[src/rtl/prog_loader_pkg.sv]
// Shared types and constants for the boot-time program loader.
package prog_loader_pkg;

   typedef enum logic [2:0] {
      IDLE   = 3'd0,
      LEN_LO = 3'd1,
      LEN_HI = 3'd2,
      DATA   = 3'd3,
      CSUM   = 3'd4,
      DONE   = 3'd5,
      ERROR  = 3'd6
   } loader_state_t;

   localparam logic [7:0] LOADER_HDR = 8'hA5;

   function automatic logic is_frame_state(loader_state_t s);
      return (s == LEN_LO) || (s == LEN_HI) || (s == DATA) || (s == CSUM);
   endfunction

endpackage

[src/rtl/prog_loader_if.sv]
// Byte stream in, instruction-memory write port and CPU boot status out.
interface prog_loader_if #(parameter int ADDR_W = 10);
   logic [7:0]        rx_data;
   logic              rx_valid;
   logic              imem_we;
   logic [ADDR_W-1:0] imem_addr;
   logic [31:0]       imem_wdata;
   logic              cpu_rst;
   logic              done;
   logic              error;

   modport master (
      output rx_data, rx_valid,
      input  imem_we, imem_addr, imem_wdata, cpu_rst, done, error
   );

   modport slave (
      input  rx_data, rx_valid,
      output imem_we, imem_addr, imem_wdata, cpu_rst, done, error
   );
endinterface

[src/rtl/prog_loader.sv]
// Frame parser that packs bytes into imem words and releases the CPU reset
// only after a frame with a matching XOR checksum.
//
// state  | meaning
// IDLE   | no frame seen since reset, CPU held in reset
// LEN_LO | expecting low byte of word count
// LEN_HI | expecting high byte of word count
// DATA   | collecting payload bytes, LSB first
// CSUM   | expecting XOR of all payload bytes
// DONE   | program loaded, CPU running
// ERROR  | bad length, checksum or timeout; CPU held in reset
module prog_loader
   import prog_loader_pkg::*;
#(
   parameter int         ADDR_W  = 10,
   parameter int         TIMEOUT = 100000,
   parameter logic [7:0] HDR     = LOADER_HDR
) (
   input  logic       clk,
   input  logic       rst,
   prog_loader_if.slave bus
);

   localparam int TW = $clog2(TIMEOUT + 1);

   loader_state_t     state, state_nxt;
   logic [15:0]       len, len_nxt;
   logic [1:0]        byte_cnt, byte_cnt_nxt;
   logic [ADDR_W:0]   word_cnt, word_cnt_nxt;
   logic [23:0]       shift, shift_nxt;
   logic [7:0]        xor_acc, xor_acc_nxt;
   logic [TW-1:0]     idle_cnt, idle_cnt_nxt;
   logic              we_q, we_nxt;
   logic [ADDR_W-1:0] addr_q, addr_nxt;
   logic [31:0]       wdata_q, wdata_nxt;
   logic              cpu_rst_q, cpu_rst_nxt;
   logic              done_q, done_nxt;
   logic              error_q, error_nxt;
   logic [15:0]       n_words;
   logic [ADDR_W:0]   word_inc;

   assign n_words  = {bus.rx_data, len[7:0]};
   assign word_inc = word_cnt + 1'b1;

   always_ff @(posedge clk or negedge rst) begin
      if (!rst) begin
         state     <= IDLE;
         len       <= '0;
         byte_cnt  <= '0;
         word_cnt  <= '0;
         shift     <= '0;
         xor_acc   <= '0;
         idle_cnt  <= '0;
         we_q      <= 1'b0;
         addr_q    <= '0;
         wdata_q   <= '0;
         cpu_rst_q <= 1'b1;
         done_q    <= 1'b0;
         error_q   <= 1'b0;
      end else begin
         state     <= state_nxt;
         len       <= len_nxt;
         byte_cnt  <= byte_cnt_nxt;
         word_cnt  <= word_cnt_nxt;
         shift     <= shift_nxt;
         xor_acc   <= xor_acc_nxt;
         idle_cnt  <= idle_cnt_nxt;
         we_q      <= we_nxt;
         addr_q    <= addr_nxt;
         wdata_q   <= wdata_nxt;
         cpu_rst_q <= cpu_rst_nxt;
         done_q    <= done_nxt;
         error_q   <= error_nxt;
      end
   end

   always_comb begin
      state_nxt    = state;
      len_nxt      = len;
      byte_cnt_nxt = byte_cnt;
      word_cnt_nxt = word_cnt;
      shift_nxt    = shift;
      xor_acc_nxt  = xor_acc;
      idle_cnt_nxt = '0;
      we_nxt       = 1'b0;
      addr_nxt     = addr_q;
      wdata_nxt    = wdata_q;
      cpu_rst_nxt  = cpu_rst_q;
      done_nxt     = done_q;
      error_nxt    = error_q;

      case (state)
         IDLE, DONE, ERROR: begin
            if (bus.rx_valid && bus.rx_data == HDR) begin
               state_nxt    = LEN_LO;
               cpu_rst_nxt  = 1'b1;
               done_nxt     = 1'b0;
               error_nxt    = 1'b0;
               byte_cnt_nxt = '0;
               word_cnt_nxt = '0;
               xor_acc_nxt  = '0;
            end
         end
         LEN_LO: begin
            if (bus.rx_valid) begin
               len_nxt   = {8'h00, bus.rx_data};
               state_nxt = LEN_HI;
            end
         end
         LEN_HI: begin
            if (bus.rx_valid) begin
               len_nxt = n_words;
               if (int'(n_words) > (1 << ADDR_W)) begin
                  state_nxt = ERROR;
                  error_nxt = 1'b1;
               end else if (n_words == 16'd0) begin
                  state_nxt = CSUM;
               end else begin
                  state_nxt = DATA;
               end
            end
         end
         DATA: begin
            if (bus.rx_valid) begin
               xor_acc_nxt  = xor_acc ^ bus.rx_data;
               byte_cnt_nxt = byte_cnt + 1'b1;
               if (byte_cnt == 2'd3) begin
                  we_nxt       = 1'b1;
                  addr_nxt     = word_cnt[ADDR_W-1:0];
                  wdata_nxt    = {bus.rx_data, shift};
                  word_cnt_nxt = word_inc;
                  if (16'(word_inc) == len)
                     state_nxt = CSUM;
               end else begin
                  shift_nxt[{byte_cnt, 3'b000} +: 8] = bus.rx_data;
               end
            end
         end
         CSUM: begin
            if (bus.rx_valid) begin
               if (bus.rx_data == xor_acc) begin
                  state_nxt   = DONE;
                  done_nxt    = 1'b1;
                  cpu_rst_nxt = 1'b0;
               end else begin
                  state_nxt = ERROR;
                  error_nxt = 1'b1;
               end
            end
         end
         default: state_nxt = IDLE;
      endcase

      // Inter-byte watchdog; a stall inside a frame aborts it.
      if (is_frame_state(state) && !bus.rx_valid) begin
         if (int'(idle_cnt) + 1 >= TIMEOUT) begin
            state_nxt = ERROR;
            error_nxt = 1'b1;
         end else begin
            idle_cnt_nxt = idle_cnt + 1'b1;
         end
      end
   end

   assign bus.imem_we    = we_q;
   assign bus.imem_addr  = addr_q;
   assign bus.imem_wdata = wdata_q;
   assign bus.cpu_rst    = cpu_rst_q;
   assign bus.done       = done_q;
   assign bus.error      = error_q;

endmodule

[src/flat_wrapper.sv]
// flat-port wrapper written by rule: the top's interface ports become plain ports
module prog_loader_flat import prog_loader_pkg::*;
#(
   parameter int         ADDR_W  = 10,
   parameter int         TIMEOUT = 100000,
   parameter logic [7:0] HDR     = LOADER_HDR
)
  (clk, rst, bus_rx_data, bus_rx_valid, bus_imem_we, bus_imem_addr, bus_imem_wdata, bus_cpu_rst, bus_done, bus_error);
  prog_loader_if #(.ADDR_W(ADDR_W)) bus_i ();
  input  logic clk;
  input  logic rst;
  input wire logic [$bits(bus_i.rx_data)-1:0] bus_rx_data;
  input wire logic [$bits(bus_i.rx_valid)-1:0] bus_rx_valid;
  output wire logic [$bits(bus_i.imem_we)-1:0] bus_imem_we;
  output wire logic [$bits(bus_i.imem_addr)-1:0] bus_imem_addr;
  output wire logic [$bits(bus_i.imem_wdata)-1:0] bus_imem_wdata;
  output wire logic [$bits(bus_i.cpu_rst)-1:0] bus_cpu_rst;
  output wire logic [$bits(bus_i.done)-1:0] bus_done;
  output wire logic [$bits(bus_i.error)-1:0] bus_error;
  assign bus_i.rx_data = bus_rx_data;
  assign bus_i.rx_valid = bus_rx_valid;
  assign bus_imem_we = bus_i.imem_we;
  assign bus_imem_addr = bus_i.imem_addr;
  assign bus_imem_wdata = bus_i.imem_wdata;
  assign bus_cpu_rst = bus_i.cpu_rst;
  assign bus_done = bus_i.done;
  assign bus_error = bus_i.error;
  prog_loader #(.ADDR_W(ADDR_W), .TIMEOUT(TIMEOUT), .HDR(HDR)) u_core (.clk(clk), .rst(rst), .bus(bus_i));
endmodule
[config.mk]
export PLATFORM = sky130hd
export DESIGN_NAME = prog_loader_flat
export DESIGN_NICKNAME = d
export VERILOG_FILES = /design/src/rtl/prog_loader_pkg.sv /design/src/rtl/prog_loader_if.sv /design/src/rtl/prog_loader.sv /design/src/flat_wrapper.sv
export SDC_FILE = /design/constraint.sdc
export NUM_CORES = 1
export LEC_CHECK = 0
export ABC_AREA = 1
export CAP_MARGIN = 20
export CORE_UTILIZATION = 45
export CTS_CLUSTER_DIAMETER = 30
export DETAILED_ROUTE_END_ITERATION = 8
export PLACE_DENSITY = 0.64
export SYNTH_ARGS = -nofsm -noshare
export SYNTH_HDL_FRONTEND = slang
export SYNTH_SLANG_ARGS = --single-unit
[constraint.sdc]
create_clock -name clk -period 1.95 [get_ports clk]
set_clock_uncertainty 0.2 [all_clocks]
set_input_delay 0.39 -clock clk [delete_from_list [all_inputs] [get_ports clk]]
set_output_delay 0.39 -clock clk [all_outputs]
set_load 0.05 [all_outputs]
# Word-level counts from Yosys, hierarchy flattened
# Index checks and enable logic that the tools add are counted.
classes:
  muxes: 48
  addsub: 5
  n_lt_le_gt_ge: 2
  eq_ne: 17
  n_bitwise: 3
  n_shift: 2
  reduce_logical: 19
ops:
  columns: ["op", "count"]
  rows:
  - ["$mux 17", 2]
  - ["$mux 11", 3]
  - ["$mux 3", 11]
  - ["$ge 32x18->1 const B", 1]
  - ["$mux 16", 2]
  - ["$pmux 16 s2", 1]
  - ["$bwmux 24", 1]
  - ["$shift 8x7->24 const A", 1]
  - ["$shiftx 8x7->24", 1]
  - ["$pmux 11 s2", 1]
  - ["$add 17x1->18 const B", 1]
  - ["$add 17x1->17 const B", 1]
  - ["$eq 11x16->1", 1]
  - ["$gt 16x11->1 const B", 1]
  - ["$logic_not 16->1", 1]
  - ["$mux 1", 16]
  - ["$mux 8", 2]
  - ["$pmux 8 s2", 1]
  - ["$pmux 3 s5", 1]
  - ["$reduce_and 3->1", 5]
  - ["$add 11x1->11 const B", 1]
  - ["$eq 3x3->1 const B", 3]
  - ["$eq 8x8->1", 1]
  - ["$eq 8x8->1 const B", 1]
  - ["20 further kinds", 36]
totals:
  reg_bits: 127
  inputBits: 11
  word_cells: 110

# Depth between registers and ports, before layout
depth:
  depth_word: 8
  depth_mapped: 16

# Worst setup path before layout
# No wires, ideal clock.
synth_timing:
  path_type: "flip-flop to flip-flop"
  startpoint: "reg u_core.word_cnt[0]"
  endpoint: "reg u_core.state[0]"
  required_ns: 1.637
  stages_incl_launch_ff: 15
  arrival_ns: 1.740
  slack_ns: -0.103
  setup_ns: 0.113
  path_cell_list: "dfrtp_1 -> ha_1 -> nand3_1 -> nor2_1 -> nand2_1 -> nand2_1 -> nand2_1 -> nand2_1 -> nand2_1 -> nor2_1 -> nand4_1 -> nand2_1 -> nand2_1 -> nand2_1 -> inv_1"
synth_between:
  elab_chain_len: 8
synth_lines:
  columns: ["element", "line", "text"]
  rows:
  - ["from (decl)", "prog_loader.sv:29", "logic [ADDR_W:0] word_cnt, word_cnt_nxt;"]
  - ["from (signal assigned)", "prog_loader.sv:64", "word_cnt <= word_cnt_nxt;"]
  - ["$add 11x1->11 (*)", "prog_loader.sv:43", "assign word_inc = word_cnt + 1'b1;"]
  - ["$eq 11x16->1 (*)", "prog_loader.sv:132", "if (16'(word_inc) == len)"]
  - ["$mux 3 (*)", "prog_loader.sv:132", null]
  - ["$mux 3 (*)", "prog_loader.sv:127", "if (byte_cnt == 2'd3) begin"]
  - ["$mux 3 (*)", "prog_loader.sv:124", "if (bus.rx_valid) begin"]
  - ["$pmux 3 s5 (*)", "prog_loader.sv:92", "case (state)"]
  - ["$mux 3", "prog_loader.sv:156", "if (int'(idle_cnt) + 1 >= TIMEOUT) begin"]
  - ["$mux 3 (*)", "prog_loader.sv:155", "if (is_frame_state(state) && !bus.rx_valid) begin"]
  - ["via u_core.state_nxt[0]", "prog_loader.sv:26", "loader_state_t state, state_nxt;"]
  - ["to (signal assigned)", "prog_loader.sv:61", "state <= state_nxt;"]
  - ["to (decl)", "prog_loader.sv:26", null]
# The timed path passes the listed nets; every way through them passes the cells marked *.
# A chain may end at the register's enable or synchronous reset.

# Final worst setup path
layout_timing:
  startpoint: "reg u_core.idle_cnt[7]"
  endpoint: "reg u_core.idle_cnt[12]"
layout_between:
  elab_chain_len: 4
  elab_cells_between_ends: 5
  cone_classes: "2 x add/sub; 1 x order compare; 2 x mux"
layout_lines:
  columns: ["element", "line", "text"]
  rows:
  - ["from (decl)", "prog_loader.sv:32", "logic [TW-1:0] idle_cnt, idle_cnt_nxt;"]
  - ["from (signal assigned)", "prog_loader.sv:67", "idle_cnt <= idle_cnt_nxt;"]
  - ["$add 17x1->18", "prog_loader.sv:156", null]
  - ["$ge 32x18->1", "prog_loader.sv:156", null]
  - ["$mux 17 (*)", "prog_loader.sv:156", null]
  - ["$mux 17 (*)", "prog_loader.sv:155", null]
  - ["via u_core.idle_cnt_nxt[12]", "prog_loader.sv:32", null]
# Marks and branches as above.

==> results.md <==
* Outcome: finished, violations left
* Failing checks: negative setup slack
* Setup slack at placement at -458.8 ps
* Critical Path AT at 2240 ps
* Hold WC Path Type: in -> reg
* Worst slack on hold paths at 209.5 ps
* Reg-to-reg critical path startpoint: u_core.idle_cnt[7]
* Main synth FF type: dfrtp_1
* Level count of the clock H-tree at 4
* Critical hold path startpoint: bus_rx_data[7]
* Post-synthesis sequential element count at 127
* Post-synth top area share at 51.34%
* Number of synthesized flops with an enable pin at 0
* Number of different library cells in the post-synthesis netlist at 32
* Number of pins exceeding their max-slew limit in the final report at 0
* Maximum number of pins on one net before global-route repair at 37
* Buffers & Inverters on Critical Path at 1
* Routed wire length per instance at 15.28 µm
* Final setup vio count at 21
* F_max at 479.2 MHz
* Layout fillers at 1088
* WS Path Type: reg -> reg
* Fraction of synthesis flops using an asynchronous set or reset pin at 100.0%
* Required time of the critical path at 2100 ps
* Critical path's top delay family: simple AND/OR/NAND/NOR gates
* Width of the chip at 118.8 µm
* Root cell of the clock tree: clkbuf_16
* Ranking of synthesized cells by area: dfrtp_1 (51%), nand2_1 (9.3%), o21ai_0 (8.3%)
* Sum of routed wire length over all layers at 16.84 mm
* Post-synthesis cell area at 0.006141 mm²
* Vias in the first global route at 5596
* Slowest cell on crit path: dfrtp_1
* Diodes inserted at 0
* DR iter-0 viols at 332
* Min Tclk post-route at 2087 ps
* Count of maximum capacitance violations at 0
* RSZ-0062 raised after global routing: true
* DRC violations left at 0
* Cell type contributing the most total cell area after synthesis: dfrtp_1
* First-pass iteration count of the detailed router at 8
* Worst r2r path cells at 10
* Register-to-Register Setup Slack at -140 ps
* Nets in the synthesized netlist at 759
* Static leakage at 4.293 nW
* Post-synthesis sequential area ratio at 51.77%
* R2r endpoint: u_core.idle_cnt[12]
* Most frequent cells in the layout: buf_4 (159), nand2_1 (136), dfrtp_1 (125)
* Mean Syn Cell Area at 8.299 µm²
* Post-detailed-placement cell area at 0.007580 mm²
* Share of layout cells above drive strength 1 at 30.35%
* Global placement routability congestion at 0.8516
* Worst Setup Slack, final at -136.7 ps
* Worst setup EP type: flip-flop
* Synthesized netlist cell count at 740
* Worst Setup Start Kind: flip-flop
* Longest Clk Path Bufs at 2
* Wire length of the first global-routing pass at 27.55 mm
* Final critical-path share of the clock period at 107.0%
* Synthesis Warnings at 0
* Clock Latency Late Sink at 430 ps
* Largest fanout on the critical path at 5
* Post-layout nets at 932
* Cell area after layout at 0.008608 mm²
* Number of I/O port buffers at 56
* GRT overflow at 0
* Top-level I/O count at 57
* Core area at 0.01330 mm²
* Hold path cells at 3
* Cell breakdown of the critical path: nand2_1, nor2_2, nand3_2, xor2_2, inv_1, nor2_2, nand3_2, nand2_4, nand3_4, a21oi_2
* Area added between synthesis and finish at 40.18%
* Commonest non-fill, non-tap cell in the layout: buf_4
* Worst-margin pin slew at 728.0 ps
* Die Footprint at 0.01412 mm²
* Placement Rows at 42
* Antenna viol nets, final at 0
* Cts bufs inserted at 17
* Die Y at 118.8 µm
* Final hold violations at 0
* Headroom to the max-slew limit at 51.29%
* TritonCTS clock tree: yes
* Hold worst-path end: u_core.shift[7]
* DP HPWL at 11.82 mm
* TritonCTS sink count at 127
* Maximum ir drop on the vdd rail at 0.0009887 V
* Effective utilization at floorplan at 46.19%
* Total vias in the final route at 5658
* Vias per inst at 5.134
* Total routing usage reported by global routing at 25.25%
* Clock transition at the register clock pins on the worst setup and hold paths after CTS at 60 ps
* Cell area power density at 1352 mW/mm²
* Number of antenna violations at the first check in global routing at 0
* Pwr Total at 11.64 mW
* Max incr delay on CP at 380 ps
==> state kept, by name, indices dropped and copies added (netlist names) <==
signal and count:
u_core.bus.cpu_rst 1, u_core.bus.done 1, u_core.bus.error 1, u_core.bus.imem_addr 10
u_core.bus.imem_wdata 32, u_core.bus.imem_we 1, u_core.byte_cnt 2, u_core.idle_cnt 17
u_core.len 16, u_core.shift 24, u_core.state 3, u_core.word_cnt 11
u_core.xor_acc 8
==> area by class of cell <==
type	count	area, µm²	area share (%)
multi-input cells	490	2771	32.19
well taps	176	220.2	2.558
flip-flops and latches	127	3181	36.95
clock inverters	15	162.7	1.890
repair buffers	180	1481	17.21
inverters	97	366.6	4.259
clock buffers	17	425.4	4.942
==> worst max-delay path by stage <==
stage | cells past startpoint | end | startpoint | slack, ps
after detailed placement | 8 | u_core.bus.error | bus_rx_data[7] | -460
after CTS | 12 | u_core.idle_cnt[3] | u_core.idle_cnt[1] | -170
after global placement | 10 | u_core.state[1] | bus_rx_data[7] | -390
after floorplan | 14 | u_core.state[0] | u_core.word_cnt[0] | -6
final | 10 | u_core.idle_cnt[12] | u_core.idle_cnt[7] | -140
after global routing | 13 | u_core.bus.error | u_core.idle_cnt[1] | -250
==> kinds of logic after synthesis <==
logic type,Yosys count,share of synthesized area (%)
AOI/OAI and AO/OA,126,10.57
xor gates and xnor gates,15,2.139
adders and majority gates,8,1.630
buffers and inverters,125,8.374
DFF,127,51.77
and+or+nand+nor,339,25.51
==> power breakdown <==
part	switching [mW]	internal, mW
logic	3.04	1.71
clock network	1.27	1.89
registers	0.442	3.30
==> worst min-delay path, cell delays in order <==
cell	delay [ps]
dlymetal6s2s_1	200
nand3_1	120
o21ai_0	70
==> synthesized netlist by cell type (2+ instances only) <==
library cell  instances
a21oi_1              11
buf_2                 9
buf_6                 4
clkbuf_1             14
dfrtp_1             126
ha_1                  8
inv_1                95
nand2_1             152
nand2_2               4
nand3_1              66
nand4_1              36
nor2_1               63
nor2_2                2
nor3_1                6
nor3b_4               3
o21ai_0             102
o21bai_1              2
o22ai_1              10
xnor2_1               8
xor2_1                7
==> through the flow <==
step | utilization, % | setup TNS, ps | std cells
finish | 64.75 | -2249 | 1102
global route | 64.75 | -4947 | 1102
CTS | 62.86 | -3011 | 1097
detailed placement | 57.01 | -27130 | 1054
global placement | 57.01 | -27350 | 1054
floorplan | - | -6.261 | 740
==> repair_timing <==
action / CTS / global route
setup endpoints to repair: 31 / 57
resized for setup: 24 / 60
hold endpoints to repair: 28 / 0
buffers inserted: 8 / 6
pin swaps: 12 / 31
hold buffers: 1 / 0
gates cloned: 2 / 0
==> per-layer routing <==
layer	share of wire, %	track usage [%]	vias to the layer above
met5	0	0	-
met4	1.7	9.019	0
met3	4.6	6.082	22
met2	49	40.17	145
met1	45	33.68	2716
li1	-	-	2775
Note: power is estimated with default switching activity, not from simulation.
